$ cat config.mk
export PLATFORM = sky130hd
export DESIGN_NAME = nn_argmax_stage
export DESIGN_NICKNAME = d
export VERILOG_FILES = /design/src/rtl/nn_argmax_stage_pkg.sv /design/src/rtl/nn_argmax_stage.sv
export SDC_FILE = /design/constraint.sdc
export NUM_CORES = 1
export LEC_CHECK = 0
export ABC_CLOCK_PERIOD_IN_PS = 12550
export CORE_MARGIN = 2
export CORE_UTILIZATION = 44
export CTS_BUF_LIST = sky130_fd_sc_hd__clkbuf_2 sky130_fd_sc_hd__clkbuf_4 sky130_fd_sc_hd__clkbuf_8
export CTS_CLUSTER_SIZE = 14
export DETAILED_ROUTE_END_ITERATION = 8
export PLACE_DENSITY = 0.69
export SLEW_MARGIN = 0
export SYNTH_ARGS = -nofsm -noshare
export SYNTH_HDL_FRONTEND = slang
export SYNTH_SLANG_ARGS = --single-unit
$ cat constraint.sdc
create_clock -name clk -period 12.55 [get_ports clk]
set_input_delay 3.1375 -clock clk [delete_from_list [all_inputs] [get_ports clk]]
set_output_delay 3.1375 -clock clk [all_outputs]
set_load 0.05 [all_outputs]
$ cat src/rtl/nn_argmax_stage_pkg.sv
// rtl/nn_argmax_stage_pkg.sv - shared data type and FSM state encoding for the argmax stage
package nn_argmax_stage_pkg;

   localparam int NN_DATA_W = 16;

   // Q8.8 signed score
   typedef logic signed [NN_DATA_W-1:0] nn_data_t;

   typedef enum logic [1:0] {
      IDLE = 2'd0,
      SCAN = 2'd1,
      DONE = 2'd2
   } nn_argmax_state_t;

endpackage

$ cat src/rtl/nn_argmax_stage.sv
// rtl/nn_argmax_stage.sv - sequential signed argmax over one captured score vector
module nn_argmax_stage
   import nn_argmax_stage_pkg::*;
#(
   parameter int FEATURES = 11,
   parameter int IDX_W    = (FEATURES > 1) ? $clog2(FEATURES) : 1
) (
   input  logic             clk,
   input  logic             rst,
   input  nn_data_t         data_i [FEATURES],
   input  logic             data_v,
   output logic             in_ready,
   output logic [IDX_W-1:0] class_o,
   output nn_data_t         max_o,
   output logic             out_v,
   input  logic             out_ready
);

   // cnt carries one extra bit so a power-of-two vector length never wraps it
   localparam logic [IDX_W:0] LAST_CNT = (IDX_W+1)'(FEATURES - 1);

   nn_argmax_state_t state;
   nn_argmax_state_t state_next;

   nn_data_t         vec_buf [FEATURES];
   nn_data_t         best;
   logic [IDX_W-1:0] best_idx;
   logic [IDX_W:0]   cnt;
   logic             take;

   assign take    = (state == IDLE) && data_v;
   assign class_o = best_idx;
   assign max_o   = best;

   // next-state and handshake decode
   always_comb begin
      state_next = state;
      in_ready   = 1'b0;
      out_v      = 1'b0;
      unique case (state)
         IDLE: begin
            in_ready = 1'b1;
            if (data_v) begin
               state_next = (FEATURES == 1) ? DONE : SCAN;
            end
         end
         SCAN: begin
            if (cnt == LAST_CNT) begin
               state_next = DONE;
            end
         end
         DONE: begin
            out_v = 1'b1;
            if (out_ready) begin
               state_next = IDLE;
            end
         end
         default: state_next = IDLE;
      endcase
   end

   // state register
   always_ff @(posedge clk) begin
      if (rst) begin
         state <= IDLE;
      end else begin
         state <= state_next;
      end
   end

   // vector capture; only written in IDLE so later input changes are invisible
   always_ff @(posedge clk) begin
      if (take) begin
         vec_buf <= data_i;
      end
   end

   // running maximum; strict compare keeps the lowest index on ties
   always_ff @(posedge clk) begin
      if (rst) begin
         best     <= '0;
         best_idx <= '0;
         cnt      <= '0;
      end else if (take) begin
         best     <= data_i[0];
         best_idx <= '0;
         cnt      <= (IDX_W+1)'(1);
      end else if (state == SCAN) begin
         if (vec_buf[cnt[IDX_W-1:0]] > best) begin
            best     <= vec_buf[cnt[IDX_W-1:0]];
            best_idx <= cnt[IDX_W-1:0];
         end
         if (cnt != LAST_CNT) begin
            cnt <= cnt + (IDX_W+1)'(1);
         end
      end
   end

endmodule

# Yosys cells after proc, flatten, opt, wreduce, memory -nomap -nowiden
# Index checks and enable logic that the tools add are counted.
[word_totals]
regBits = 203
inputBits = 180
output_inout_bits = 22
elab_cells = 53
[classes]
add_sub_neg = 1
magnitude_cmp = 2
eq_ne = 7
n_mux = 15
bitwise_logic = 1
reduce_logical = 11
[op_table]
columns = ["cell", "count"]
rows = [
  ["$mux W16", 5],
  ["$bmux W16 S4", 1],
  ["$gt A16 B16 Y1", 1],
  ["$reduce_and A2 Y1", 4],
  ["$mux W2", 3],
  ["$ne A2 B2 Y1 const B", 3],
  ["$pmux W2 S3", 1],
  ["$reduce_bool A2 Y1", 3],
  ["$add A5 B1 Y5 const B", 1],
  ["$eq A5 B4 Y1 const B", 1],
  ["$ge A5 B5 Y1 const B", 1],
  ["$mux W1", 5],
  ["$ne A5 B4 Y1 const B", 1],
  ["$not A4 Y5", 1],
  ["$reduce_and A3 Y1", 1],
  ["$eq A2 B1 Y1 const B", 1],
  ["$eq A2 B2 Y1 const B", 1],
  ["$logic_not A2 Y1", 1],
  ["$reduce_or A2 Y1", 1],
  ["$logic_and A1 B1 Y1", 1],
]

# Depth between registers and ports, before layout
[logic_depth]
depth_word = 8
mapped_depth = 16

# Least setup slack after synthesis
# Ideal clock, no wire load.
[synth_path]
kind = "input -> register"
start = "input port data_v"
end = "register vec_buf[0] (netlist bit), enable pin"
setup_ps = 529
arrival_time_ps = 6676
path_slack_ps = 5346
stages = 2
n_path_buf = 0
path_cell_list = "nand2_1 -> inv_1"
[synth_via]
elab_chain_cells = 1
[synth_lines]
columns = ["element", "line", "rtl"]
rows = [
  ["start: declaration", "nn_argmax_stage.sv:11", "input logic data_v,"],
  ["$logic_and A1 B1 Y1", "nn_argmax_stage.sv:31", "assign take = (state == IDLE) && data_v;"],
  ["net take", "nn_argmax_stage.sv:29", "logic take;"],
  ["end signal: assignment", "nn_argmax_stage.sv:74", "vec_buf <= data_i;"],
  ["end: declaration", "nn_argmax_stage.sv:25", "nn_data_t vec_buf [FEATURES];"],
]
# The timed path passes the listed nets, and every way through them passes these cells.
# A chain may end at the register's enable or synchronous reset.

# Final worst setup path
[layout_path]
start = "input port data_v"
end = "register vec_buf[75] (netlist bit), enable pin"
# The elaborated chain is that of the path after synthesis.

==> run metrics <==
Worst-Skew Late Latency 510 ps; switching pwr 0.422 mW; CTS buffer count 37; DP HPWL 14300 um; Die Wd 144 um; Syn Area/Cell 15.6 um^2; cell leakage power 3.91 nW; Unique masters post-synth 48; ANT nets after route 0; CP Cell Sequence clkdlybuf4s50_1, nand2_1, inv_6, buf_4; synthesis-to-layout area growth 33.9%; site row count 51; Crit path largest cell delay 760 ps; io pins 202; wire per inst 19.7 um; Syn Std Cell Area 8610 um^2; CP max stage cell buf_4; Mapped Cells 553; Pint 1.28 mW; CP Class in -> reg; overall routing resource usage 19.8%; combinational power share 15.8%; Max Slew Vio Count 0; DRT Pass-1 Iters 4; CTS tree yes; wire length of the first global-routing pass 31100 um; Clock Tree Root clkbuf_8; Vias per Instance 5.28; Net Sw Frac 24.8%; element type at the critical path end flip-flop; ys async rst share 0%; syn nets 751; final setup vio count 0; antenna violations before repair 0; #FFs+latches synth 203; Die ar. 20700 um^2; Clock Path Buffers 3; slew margin rel. 25.6%; outcome complete, no violations; GR Overflow Total 0; CP required 12680 ps; Routed WL 20900 um; top_reg_cell synth edfxtp_1; Seq/Total Area, Yosys 67.6%; Startpoint Class input port; Final TNS setup 0 ps; Period minus WS final 5200 ps; fraction of layout cells with a size suffix above 1 17.4%; PnR worst setup slack 7350 ps; H-tree lvl count 2; Worst Max-Slew Pin Slew 1120 ps; initial drt markers 338; final period utilization 41.4%; Die Height 144 um; pre-CTS setup slack 6810 ps; pwr dens 147 nW/um^2; Clk pin slew, worst setup/hold paths 60 ps; Initial Util 44.5%; Core Box Area 19300 um^2; VDD IR-drop max 72.0 uV; Final Hold Fails 0; Final Skew 24.0 ps; clock power share 36.8%; GP Congestion 0.787; # nets final 962; largest net degree at the start of global routing 115; vias in the first global route 5834; DR vias 5584; worst hold-check path type reg -> reg; Max Fclk 192 MHz; Critical Path AT 5330 ps; port bufs 201; Post-CTS Resized 0; number of remaining DRC errors 0; Antenna Cells 0; Critical Path Fanout Max 114; max cap viols 0; clk sinks 203; hold_buf cts 0; EDFF count, synth 176; unrepaired setup endpoints after global routing no; Hold Slack 478 ps; postcts setup bufs 0; Yosys warnings 0; Seq pwr share 47.4%
==> worst paths after layout <==
| path | from | to | slack, ps | cells past startpoint |
|---|---|---|---|---|
| setup / recovery | data_v | vec_buf[75] | 7350 | 4 |
| hold / removal | class_o[1] | class_o[1] | 480 | 2 |
| setup reg to reg | cnt[2] | max_o[2] | 7480 | 10 |
| hold reg to reg | class_o[1] | class_o[1] | 480 | 2 |
==> sequential cells by signal, summed over array words and instances, names as in the netlist <==
register	cells
cnt	5
max_o	16
class_o	4
vec_buf	176
state	2
==> worst max-delay path, delay by kind of cell <==
kind                   cells  cell delay [ps]
buffers and inverters      3             1950
AND/OR/NAND/NOR            1              140
==> cell families after synthesis <==
logic type,synth area share (%)
flip-flops,67.6
AO/OA/AOI/OAI,9.28
XOR/XNOR,0.407
AND/OR/NAND/NOR,5.98
adder cells (fa/ha/maj),2.61
multiplexers,10.2
buffers and inverters,3.85
==> power by group through the flow <==
stage	sequential (mW)	clock, mW	combinational (mW)
final	0.806	0.625	0.268
after detailed placement	0.820	0	0.266
after global routing	0.810	0.672	0.289
after floorplan	0.839	0	0.149
after CTS	0.806	0.641	0.268
after global placement	0.817	0	0.260
==> per-layer routing <==
layer  vias to the layer above  wire length (um)  GRT usage (%)
li1                       2615                 -              -
met1                      2725              8510           24.4
met2                       212             10300           34.4
met3                        32              1700           5.50
met4                         0               350           5.26
met5                         -                 0              0
==> metrics by stage <==
stage | cell area [um^2] | utilization (%) | total power [mW] | instances
after global placement | 10800 | 55.7 | 1.08 | 989
final | 11500 | 59.7 | 1.70 | 1058
after detailed placement | 10800 | 55.7 | 1.09 | 989
after floorplan | 8610 | - | 0.988 | 553
after CTS | 11500 | 59.6 | 1.72 | 1057
after global routing | 11500 | 59.7 | 1.77 | 1058
==> final cells by class <==
cell class	count	area, um^2
clock inverter	7	33.8
multi-input combinational	295	2470
inverter	19	76.3
sequential	203	5830
fill	1524	7800
timing repair buffer	208	2070
clock buffer	61	727
tap	265	332
==> layout by cell type, fill, tap and decap left out, drive strengths merged, types with 3 or more instances in the layout <==
master and count:
edfxtp 176, o22ai 16, xor2 3, o31ai 36
nor4 16, mux2 32, nor2 26, o2bb2ai 16
nand4 9, inv 19, buf 7, a21oi 10
mux2i 16, clkinv 6, ha 18, clkbuf 61
clkdlybuf4s50 201, a31oi 16, dfxtp 27, nor2b 6
nand2 38, mux4 16
==> Yosys cell counts, types with 2 or more instances <==
library cell | n | area [um^2]
nand2_1 | 38 | 143
mux2i_1 | 16 | 160
o31ai_2 | 6 | 75.1
o31ai_1 | 30 | 225
o31a_1 | 2 | 17.5
nand4_1 | 8 | 50.1
xor2_1 | 3 | 26.3
mux4_2 | 16 | 360
buf_6 | 3 | 33.8
ha_1 | 18 | 225
a21o_1 | 2 | 15.0
inv_1 | 19 | 71.3
o2bb2ai_1 | 16 | 140
buf_2 | 13 | 65.1
a211oi_1 | 2 | 15.0
o22ai_1 | 16 | 100
dfxtp_1 | 27 | 541
edfxtp_1 | 176 | 5290
a21oi_1 | 9 | 45.0
a31oi_1 | 16 | 100
clkbuf_8 | 5 | 68.8
buf_4 | 2 | 15.0
nor4_1 | 15 | 93.8
mux2_2 | 32 | 360
nor2_1 | 26 | 97.6
clkbuf_4 | 2 | 15.0
nor2b_1 | 6 | 37.5
clkbuf_1 | 9 | 33.8
(Power assumes the default switching activity.)
==> RTL edit: new RTL, same settings <==
The parameter `FEATURES` goes from 11 to 13.
--- a/src/rtl/nn_argmax_stage.sv
+++ b/src/rtl/nn_argmax_stage.sv
@@ -3,5 +3,5 @@
    import nn_argmax_stage_pkg::*;
 #(
-   parameter int FEATURES = 11,
+   parameter int FEATURES = 13,
    parameter int IDX_W    = (FEATURES > 1) ? $clog2(FEATURES) : 1
 ) (
Interface: changed (resized data_i); port bits go from 202 to 234. The function was not compared with the original's and may differ.
==> RTL edit against the unedited design <==
  * Core utilization is 0.26 points lower
  * Total power is 9.8% higher
  * Sequential cell count rose by 32
  * Routed wire length grew 11%
  * Fmax is 12% lower
  * Design area up 11%
  * Via count grew 3.5%
  * Combinational power grew 7%
  * Register-to-register slack better by 0.21 ns
  * Area after synthesis grew 11%
  * Setup slack got worse by 0.73 ns
  * Largest power group unchanged
==> RTL edit: results (changes against the unedited design) <==
- Outcome: complete, no violations (unchanged)
- Synth top cells by count: 208 x edfxtp_1, 48 x mux4_2, 36 x nor2_1 (was 176 x edfxtp_1, 38 x nand2_1, 32 x mux2_2)
- Number of buffers created by CTS: 40 (was 37)
- GRT Overall Usage: 20.3% (was 19.8%)
- Clk Latency, worst-skew pair: 0.53 ns (was 0.51 ns)
- Crit path max fanout: 158 (was 114)
- Routed WL: 23100 microns (was 20900 microns)
- Fin Clk Skew: 0.0174 ns (was 0.0240 ns)
- Post-DP HPWL: 15900 microns (was 14300 microns)
- Number of fill cells: 1682 (was 1524)
- Max reg flops: 208 (was 176)
- DR vias/cell: 5.31 (was 5.28)
- Gp weighted congestion: 0.850 (was 0.787)
- Synth unique cells: 46 (was 48)
- Crit path DAT: 6.07 ns (was 5.33 ns)
- Maximum clock path buffer count: 3 (unchanged)
- First-pass GRT wire length: 34600 microns (was 31100 microns)
- Iter 0 DRT Violations: 381 (was 338)
- Syn Nets: 766 (was 751)
- WL met3: 1450 microns (was 1700 microns)
- Layout cells sized above 1: 16.2% (was 17.4%)
- Routed wire length on met2: 11700 microns (was 10300 microns)
- NetSw: 0.453 mW (was 0.422 mW)
- LEAKAGE: 4.36 nW (was 3.91 nW)
- Post-layout nets: 1012 (was 962)
- Top cells by area, synth: edfxtp_1 65%, mux4_2 11%, dfxtp_1 5.6%, ha_1 2.3%, nor2_1 1.4% (was edfxtp_1 61%, dfxtp_1 6.3%, mux2_2 4.2%, mux4_2 4.2%, ha_1 2.6%)
- Top Layer Used: met4 (unchanged)
- EDFF count, synth: 208 (was 176)
- Vias in the first global route: 6287 (was 5834)
- Transition time of the tightest slew-check pin: 1.08 ns (was 1.12 ns)
- Top-area cell type share of the netlist area: 65.2% (was 61.4%)
- HP Class: flip-flop to flip-flop (unchanged)
- VDD IR-drop max: 0.0877 mV (was 0.0720 mV)
- Seq/Total Area, Yosys: 70.8% (was 67.6%)
- M1 WL: 9300 microns (was 8510 microns)
- FFs w/ async S/R, synth: 0% (unchanged)
- PortBufs: 233 (was 201)
- Largest net degree at the start of global routing: 159 (was 115)
RTL edit: cell types whose count changed after synthesis, moves of 9 or more:
cell       change
mux2_2        -32
mux4_2        +32
a22oi_1       +16
a21oi_1       +13
edfxtp_1      +32
nand2_1       -36
a2111oi_1      +9
a31oi_1       -16
o2bb2ai_1     -16
mux2i_1       -15
nor2_1        +10
o31ai_1       -26
RTL edit: worst paths after layout:
kind / endpoint / cells past startpoint / slack, ns / from
worst max-delay path: vec_buf[110]$_DFFE_PP_ / 4 / 6.62 / data_v
worst min register to register: class_o[1]$_SDFFE_PP0P_ / 2 / 0.50 / class_o[1]$_SDFFE_PP0P_
worst max register to register: max_o[6]$_SDFFE_PP0P_ / 11 / 7.69 / cnt[0]$_SDFFE_PP0P_
worst min-delay path: class_o[1]$_SDFFE_PP0P_ / 2 / 0.50 / class_o[1]$_SDFFE_PP0P_
RTL edit: final cells by class:
type / count / area [sq um] / share of cell area [%]
Clock inverter: 9 / 37.5 / 0.292
Tap cell: 280 / 350 / 2.73
Sequential cell: 235 / 6790 / 52.9
Multi-Input combinational cell: 245 / 2500 / 19.5
Clock buffer: 60 / 707 / 5.50
Inverter: 23 / 93.8 / 0.730
Timing Repair Buffer: 237 / 2360 / 18.4
RTL edit: metal layers:
layer	vias to the layer above	track usage, %
li1	2683	-
met1	2850	25.3
met2	208	34.5
met3	40	5.33
met4	0	6.94
met5	-	0
RTL edit: logic make-up after synthesis:
kind of cell,share of synthesized area [%]
buf+inv,3.09
flops,70.8
compound gates,7.41
xor+xnor,0.366
mux,11.4
fa+ha+maj,2.35
simple gates,4.61
RTL edit: power groups by stage:
stage / combinational (mW) / clock, mW / sequential (mW)
floorplan: 0.152 / 0 / 0.975
global placement: 0.281 / 0 / 0.948
detailed placement: 0.287 / 0 / 0.952
CTS: 0.289 / 0.663 / 0.936
global route: 0.310 / 0.700 / 0.940
finish: 0.286 / 0.644 / 0.935
RTL edit: per-stage QoR:
stage,std cells,cell area (sq um),power (mW),utilization (%),setup WS (ns)
2_1_floorplan,536,9590,1.13,-,2.56
3_3_place_gp,1020,12100,1.23,56.0,6.23
3_5_place_dp,1020,12100,1.24,56.0,6.09
4_1_cts,1089,12800,1.89,59.4,6.61
5_1_grt,1089,12800,1.95,59.4,6.38
6_report,1089,12800,1.87,59.4,6.62
RTL edit: worst max-delay path: stages:
cell and delay (ns):
clkdlybuf4s50_1 0.47, nand2_1 0.56, inv_8 1.02, buf_4 0.77
